$ cat src/rtl/spi_reg_ctrl.sv
// SPI register-access controller: parses command bytes, sequences
// auto-incrementing register reads/writes and supplies MISO bytes.
module spi_reg_ctrl #(
  parameter int          NREGS      = 8,
  parameter logic [7:0]  ID_VAL     = 8'hC3,
  parameter logic [7:0]  STATUS_VAL = 8'h5A,
  parameter logic [7:0]  RESET_VAL  = 8'h00,
  localparam int         AW         = $clog2(NREGS)
) (
  input  logic              clk,
  input  logic              rst,
  input  logic              frame_start,
  input  logic              frame_end,
  input  logic              rx_valid,
  input  logic [7:0]        rx_byte,
  output logic [7:0]        tx_byte,
  output logic              tx_load,
  output logic [8*NREGS-1:0] regs_o,
  output logic              wr_strobe,
  output logic [AW-1:0]     wr_addr,
  output logic              busy
);

  typedef enum logic [2:0] {
    IDLE, CMD, WRITE, READ, DRAIN
  } state_t;

  state_t  state, state_n;
  logic [AW-1:0] ptr, ptr_n;
  logic [7:0] tx_n;
  logic load_n;
  logic we;
  logic bad;
  logic [AW-1:0] addr;
  logic [AW-1:0] rd_addr;
  logic [7:0] rd_byte;
  logic [NREGS-1:1][7:0] data_q;

  // Register 0 is the constant ID, never stored.
  assign regs_o  = {data_q, ID_VAL};
  assign addr    = rx_byte[AW-1:0];
  assign bad     = {1'b0, rx_byte[6:0]} >= 8'(NREGS);
  assign rd_addr = (state == CMD) ? addr : ptr;
  assign rd_byte = regs_o[8*int'(rd_addr) +: 8];

  // Wrap at NREGS, not at the power-of-two pointer range.
  function automatic logic [AW-1:0] inc(input logic [AW-1:0] p);
    return (p == AW'(NREGS-1)) ? '0 : p + 1'b1;
  endfunction

  always_comb begin
    state_n = state;
    ptr_n   = ptr;
    tx_n    = tx_byte;
    load_n  = 1'b0;
    we      = 1'b0;
    if (frame_end) begin
      state_n = IDLE;
    end else if (frame_start) begin
      state_n = CMD;
      tx_n    = STATUS_VAL;
      load_n  = 1'b1;
    end else if (rx_valid) begin
      case (state)
        CMD: begin
          load_n = 1'b1;
          if (bad) begin
            state_n = DRAIN;
            tx_n    = 8'hFF;
          end else if (rx_byte[7]) begin
            state_n = WRITE;
            ptr_n   = addr;
            tx_n    = rx_byte;
          end else begin
            state_n = READ;
            tx_n    = rd_byte;
            ptr_n   = inc(addr);
          end
        end
        WRITE: begin
          load_n = 1'b1;
          we     = (ptr != '0);
          tx_n   = rx_byte;
          ptr_n  = inc(ptr);
        end
        READ: begin
          load_n = 1'b1;
          tx_n   = rd_byte;
          ptr_n  = inc(ptr);
        end
        DRAIN: begin
          load_n = 1'b1;
          tx_n   = 8'hFF;
        end
        default: ;
      endcase
    end
  end

  always_ff @(posedge clk or posedge rst) begin
    if (rst) begin
      state     <= IDLE;
      ptr       <= '0;
      tx_byte   <= 8'h00;
      tx_load   <= 1'b0;
      wr_strobe <= 1'b0;
      wr_addr   <= '0;
      busy      <= 1'b0;
    end else begin
      state     <= state_n;
      ptr       <= ptr_n;
      tx_byte   <= tx_n;
      tx_load   <= load_n;
      wr_strobe <= we;
      busy      <= (state_n != IDLE);
      if (we) wr_addr <= ptr;
    end
  end

  always_ff @(posedge clk or posedge rst) begin
    if (rst) begin
      data_q <= {(NREGS-1){RESET_VAL}};
    end else begin
      for (int i = 1; i < NREGS; i++)
        if (we && ptr == AW'(i)) data_q[i] <= rx_byte;
    end
  end

endmodule

$ cat config.mk
export PLATFORM = sky130hd
export DESIGN_NAME = spi_reg_ctrl
export DESIGN_NICKNAME = d
export VERILOG_FILES = /design/src/rtl/spi_reg_ctrl.sv
export SDC_FILE = /design/constraint.sdc
export NUM_CORES = 1
export LEC_CHECK = 0
export ABC_AREA = 0
export CAP_MARGIN = 10
export CORE_UTILIZATION = 55
export CTS_CLUSTER_SIZE = 20
export DETAILED_ROUTE_END_ITERATION = 16
export GPL_ROUTABILITY_DRIVEN = 0
export PLACE_DENSITY = 0.95
export SKIP_LAST_GASP = 1
export SLEW_MARGIN = 20
export SYNTH_ARGS = -nofsm -noshare
export SYNTH_HDL_FRONTEND = slang
export SYNTH_SLANG_ARGS = --single-unit
export TNS_END_PERCENT = 20
$ cat constraint.sdc
create_clock -name clk -period 5.71 [get_ports clk]
set_input_delay 1.142 -clock clk [delete_from_list [all_inputs] [get_ports clk]]
set_output_delay 1.142 -clock clk [all_outputs]
set_load 0.01 [all_outputs]
==> results of run 1 <==
## how the worst min path moves through the flow
| stage | endpoint | slack, ps | depth (start not counted) |
|---|---|---|---|
| 2_1_floorplan | tx_byte[5]$_DFFE_PP0P_ | 530 | 2 |
| 3_3_place_gp | wr_addr[2]$_DFFE_PP0P_ | 490 | 1 |
| 3_5_place_dp | wr_addr[0]$_DFFE_PP0P_ | 500 | 1 |
| 4_1_cts | wr_addr[1]$_DFFE_PP0P_ | 520 | 1 |
| 5_1_grt | wr_addr[2]$_DFFE_PP0P_ | 550 | 1 |
| 6_report | wr_addr[1]$_DFFE_PP0P_ | 520 | 1 |
## cell families after synthesis
family,after synthesis,synth area share (%)
AND/OR/NAND/NOR,78,11.14
other,2,0.1769
multiplexers,76,19.86
flip-flops,76,44.80
AO/OA/AOI/OAI,93,15.41
buffers and inverters,50,5.953
adder cells (fa/ha/maj),9,2.653
## cells in the mapped netlist, types with 2 or more instances
master / number / area (sq um)
buf_6: 4 / 45.04
ha_1: 9 / 112.6
o2bb2ai_1: 3 / 26.28
o21bai_1: 2 / 15.01
o211ai_1: 6 / 45.04
nor3_1: 3 / 15.01
a31oi_1: 6 / 37.54
o31ai_1: 2 / 15.01
o221a_2: 2 / 22.52
o221ai_1: 3 / 26.28
conb_1: 2 / 7.510
nand2_4: 2 / 22.52
clkbuf_1: 15 / 56.30
a21oi_2: 2 / 17.52
buf_2: 4 / 20.02
mux2_2: 66 / 743.2
or3_1: 2 / 12.51
inv_1: 19 / 71.32
and2_1: 3 / 18.77
and4bb_2: 2 / 25.02
dfrtp_1: 76 / 1902
nand2b_1: 9 / 56.30
a2bb2oi_1: 4 / 35.03
o21ai_0: 19 / 95.09
nand2_1: 24 / 90.09
nor2_1: 9 / 33.78
a211oi_1: 10 / 75.07
nand3_1: 5 / 25.02
o2111ai_1: 2 / 17.52
nor2b_1: 8 / 50.05
a21oi_1: 17 / 85.08
mux2i_1: 10 / 100.1
o21ai_2: 2 / 17.52
a21o_1: 2 / 15.01
buf_4: 8 / 60.06
## sequential cells by signal (all words and copies together) (netlist names)
name and count:
wr_strobe 1, wr_addr 3, tx_byte 8, regs_o 56, state 3, ptr 3
busy 1, tx_load 1
## through the flow
| step | util (%) | area, sq um |
|---|---|---|
| 2_1_floorplan | - | 4268 |
| 3_3_place_gp | 68.37 | 5039 |
| 3_5_place_dp | 68.37 | 5039 |
| 6_report | 70.83 | 5220 |
| 5_1_grt | 70.83 | 5220 |
| 4_1_cts | 70.83 | 5220 |
## power by group
group,switching (W),internal (W),leakage [nW]
Combinational,0.000100,0.0000589,1.23
Sequential,0.0000171,0.000546,1.01
Clock,0.000223,0.000164,0.0886
## final cells by class
class	count	area [sq um]
Fill cell	485	2150
Multi-Input combinational cell	264	2113
Sequential cell	76	1902
Timing Repair Buffer	83	828.3
Clock buffer	9	123.9
Tap cell	99	123.9
Inverter	19	71.32
Clock inverter	7	57.56
## routing by layer
metal  GRT usage, %  share of wire, %
met1          39.61                37
met2          48.08                46
met3          6.599                11
met4          19.22               5.8
met5              0                 0
## worst max-delay path, delay by kind of cell
kind	cells	cell delay (ps)
compound gates	3	880
simple gates	1	480
buf+inv	1	800
mux	1	400
==> metrics, run 1 <==
most frequent cells in the layout=82 x clkdlybuf4s50_1, 76 x dfrtp_1, 66 x mux2_2; RSZ-0062 raised after global routing=no; Reg2Reg Setup Slack=2710 ps; Post-layout nets=475; CTS buffer count=9; number of synthesized flops with an enable pin=0; setup TNS=0 ps; fin crit share=60.85%; min cycle time layout=3475 ps; Critical R2R Capture=tx_byte[2]$_DFFE_PP0P_; flops & latches, synth=76; status=complete, no violations; area grow syn2layout=22.96%; Worst-Skew Late Latency=370 ps; vias=3692; drt pass-1 iters=6; hold path startpoint=wr_addr[1]$_DFFE_PP0P_; Post-DP HPWL=8.396 mm; Largest stage delay, worst path=800 ps; num rows=31; Fmax=0.2878 GHz; Routed Wire Length=12.18 mm; Worst Max-Slew Pin Slew=891.1 ps; CP startpoint kind=input pin; vias per cell=6.628; CP endpoint kind=flop; core footprint=7370 sq um; maximum VDD drop=0.0001557 V; Power Density=212.5 nW/um^2; cells along the critical path=clkdlybuf4s50_1, and4bb_2, a21oi_2, mux2_2, a21oi_1, o31ai_1; CTS tree=built; CP max-delay cell=clkdlybuf4s50_1; Root Buffer=clkbuf_8; Syn Inst Count=384; endpoints failing setup=0; leakage=2.333 nW; Synth warnings=0; drt initial violations=479; dominant synthesized flop cell=dfrtp_1; RR Startpoint=state[0]$_DFF_PP0_; detailed-route wire length per cell=21.86 um; Post-CTS Setup Inserts=0; sequential fraction of the synthesis area=44.80%; critical path type=input pin to flop; max_cap viols=0; H-tree depth=3; clk slew on worst S/H paths=80 ps; CP startpoint=rx_byte[0]; DRC Markers=0; crit-path max FO=21; vias in the first global route=3580; placed insts=541; Overall Global Routing Usage=30.92%; Die Wd=89.86 um; Hold Violations, Final=0; Routed Antenna Nets=0; pre-CTS WS=1946 ps; ANT cells=0; syn_area_per_cell=11.06 sq um; Final Skew=11.86 ps; Slew Viols, Final=0; Layout Cells excl Fill=557; Initial Utilization=57.61%; largest net degree at the start of global routing=41; number of I/O port buffers=82; CTS Hold Bufs=0; Worst EP required=5940 ps; Mapped Area=4245 sq um; die area=8074 sq um; FFs w/ async S/R, synth=100.0%; R2R depth=5; global-route wire length before repair=19.26 mm; Sink Count=76; Critical Path End=tx_byte[5]$_DFFE_PP0P_; Tot Pwr=0.001109 W; critical path arrival=3710 ps; minimum hold slack=522.8 ps; initial antenna violation count=0; grt ovf=0; Cell variety after synth=57; post-cts gate resize count=0; Hold Crit Class=flop to flop; Die Y=89.86 um; I/O Pins=91; Rel. slew slack=38.89%; layout cells sized above 1=22.27%; final worst setup slack=2235 ps; most common cell after layout, fill and taps aside=clkdlybuf4s50_1; Max Buffers Root-to-Sink=2
(Power assumes the default switching activity.)
==> run 2, diff against run 1 <==
CORE_UTILIZATION = 46   (was 55)
PLACE_DENSITY = 0.87   (was 0.95)
clock period = 2.9 ns   (was 5.71 ns; I/O delays follow)
==> metrics, run 2 (synthesized netlist as in run 1, its figures left out) <==
Worst Max-Slew Pin Slew=512.9 ps; vias per cell=6.053; vias in the first global route=3572; Layout Cells excl Fill=587; hold depth=2; min cycle time layout=2498 ps; drt initial violations=314; Hold Violations, Final=0; Hold Crit Class=flop to flop; CTS tree=built; Final Skew=7.637 ps; ANT cells=0; Reg power frac=50.4%; number of I/O port buffers=82; Worst-Skew Late Latency=360 ps; grt ovf=0; placed insts=571; clock share of power=33.3%; crit-path max FO=8; Switching Share=28.87%; area grow syn2layout=26.94%; Power Density=402.6 nW/um^2; RSZ-0062 raised after global routing=no; FF+latch area=1902 sq um; status=complete, but fails checks; initial antenna violation count=0; R2R depth=7; largest net degree at the start of global routing=55; endpoints failing setup=0; final worst setup slack=401.5 ps; max_cap viols=0; Die Y=98.07 um; Die Wd=98.07 um; most frequent cells in the layout=82 x clkdlybuf4s50_1, 76 x dfrtp_1, 66 x mux2_2; drt pass-1 iters=12; Fmax=0.4002 GHz; maximum VDD drop=0.0001919 V; Initial Utilization=47.98%; clk slew on worst S/H paths=80 ps; Slew Viols, Final=0; Rel. slew slack=65.76%; num rows=34; Overall Global Routing Usage=26.18%; combinational share of power=16.3%; DRC Markers=11; critical path arrival=2740 ps; Internal Pwr Total=0.001543 W; leakage=2.441 nW; Routed Antenna Nets=0; multi-input gate area in the final layout=2113 sq um; Routed Wire Length=12.15 mm; Worst EP required=3140 ps; I/O Pins=91; fin area=5389 sq um; number of fill cells=738; CP startpoint kind=input pin; Post-DP HPWL=8.911 mm; CTS Hold Bufs=0; CP endpoint kind=flop; max reg flops=56; Post-CTS Setup Inserts=0; core footprint=8848 sq um; critical path type=input pin to flop; Root Buffer=clkbuf_8; pre-CTS WS=73.24 ps; vias=3553; sw power=0.0006262 W; Sink Count=76; Post-layout nets=496; layout cells sized above 1=25.47%; H-tree depth=3; global-route wire length before repair=19.30 mm; setup TNS=0 ps; die area=9617 sq um; minimum hold slack=509.6 ps; detailed-route wire length per cell=20.70 um; cell area after placement=5220 sq um; CTS buffer count=9; post-cts gate resize count=0; most common cell after layout, fill and taps aside=clkdlybuf4s50_1; fin crit share=86.15%; failing checks=DRC; Max Buffers Root-to-Sink=2
[run 2: per-layer routing]
metal | vias to the layer above | share of wire [%] | GRT usage, %
met3 | 32 | 8.5 | 4.581
met2 | 211 | 47 | 41.87
met4 | 0 | 2.8 | 11.19
met1 | 1751 | 42 | 35.06
li1 | 1559 | - | -
met5 | - | 0 | 0
[run 2: per-stage QoR]
| stage | power, W | utilization, % |
|---|---|---|
| CTS | 0.002167 | 60.90 |
| floorplan | 0.001339 | - |
| detailed placement | 0.001459 | 58.99 |
| global placement | 0.001446 | 58.99 |
| global route | 0.002248 | 60.90 |
| finish | 0.002170 | 60.90 |
[run 2: power by group through the flow]
stage / logic, W / clock network (W) / registers, W
detailed placement: 0.000345 / 0 / 0.00111
global placement: 0.000333 / 0 / 0.00111
CTS: 0.000347 / 0.000727 / 0.00109
finish: 0.000353 / 0.000723 / 0.00109
floorplan: 0.000222 / 0 / 0.00112
global route: 0.000379 / 0.000773 / 0.00110
[run 2: path summary, 6_finish.rpt]
check,end,slack [ps],start
hold / removal,tx_byte[7]$_DFFE_PP0P_,510,tx_byte[7]$_DFFE_PP0P_
hold reg to reg,tx_byte[7]$_DFFE_PP0P_,510,tx_byte[7]$_DFFE_PP0P_
setup / recovery,regs_o[22]$_DFFE_PP0P_,400,rx_valid
setup reg to reg,tx_byte[4]$_DFFE_PP0P_,630,state[0]$_DFF_PP0_
max in group asynchronous,regs_o[9]$_DFFE_PP0P_,1650,rst
min in group asynchronous,regs_o[60]$_DFFE_PP0P_,580,rst
[run 2: critical path, cell delays in order]
cell             delay [ps]
clkdlybuf4s50_1         530
nor3b_2                 280
nand2b_1                230
nor4_2                  350
nand2_1                 390
mux2_2                  390
[run 2: cell type report]
class | count | share of cell area (%)
multi-input cells | 264 | 39.22
repair buffers | 104 | 18.53
clock inverters | 5 | 0.5108
well taps | 108 | 2.508
flip-flops and latches | 76 | 35.29
inverters | 19 | 1.323
clock buffers | 11 | 2.624
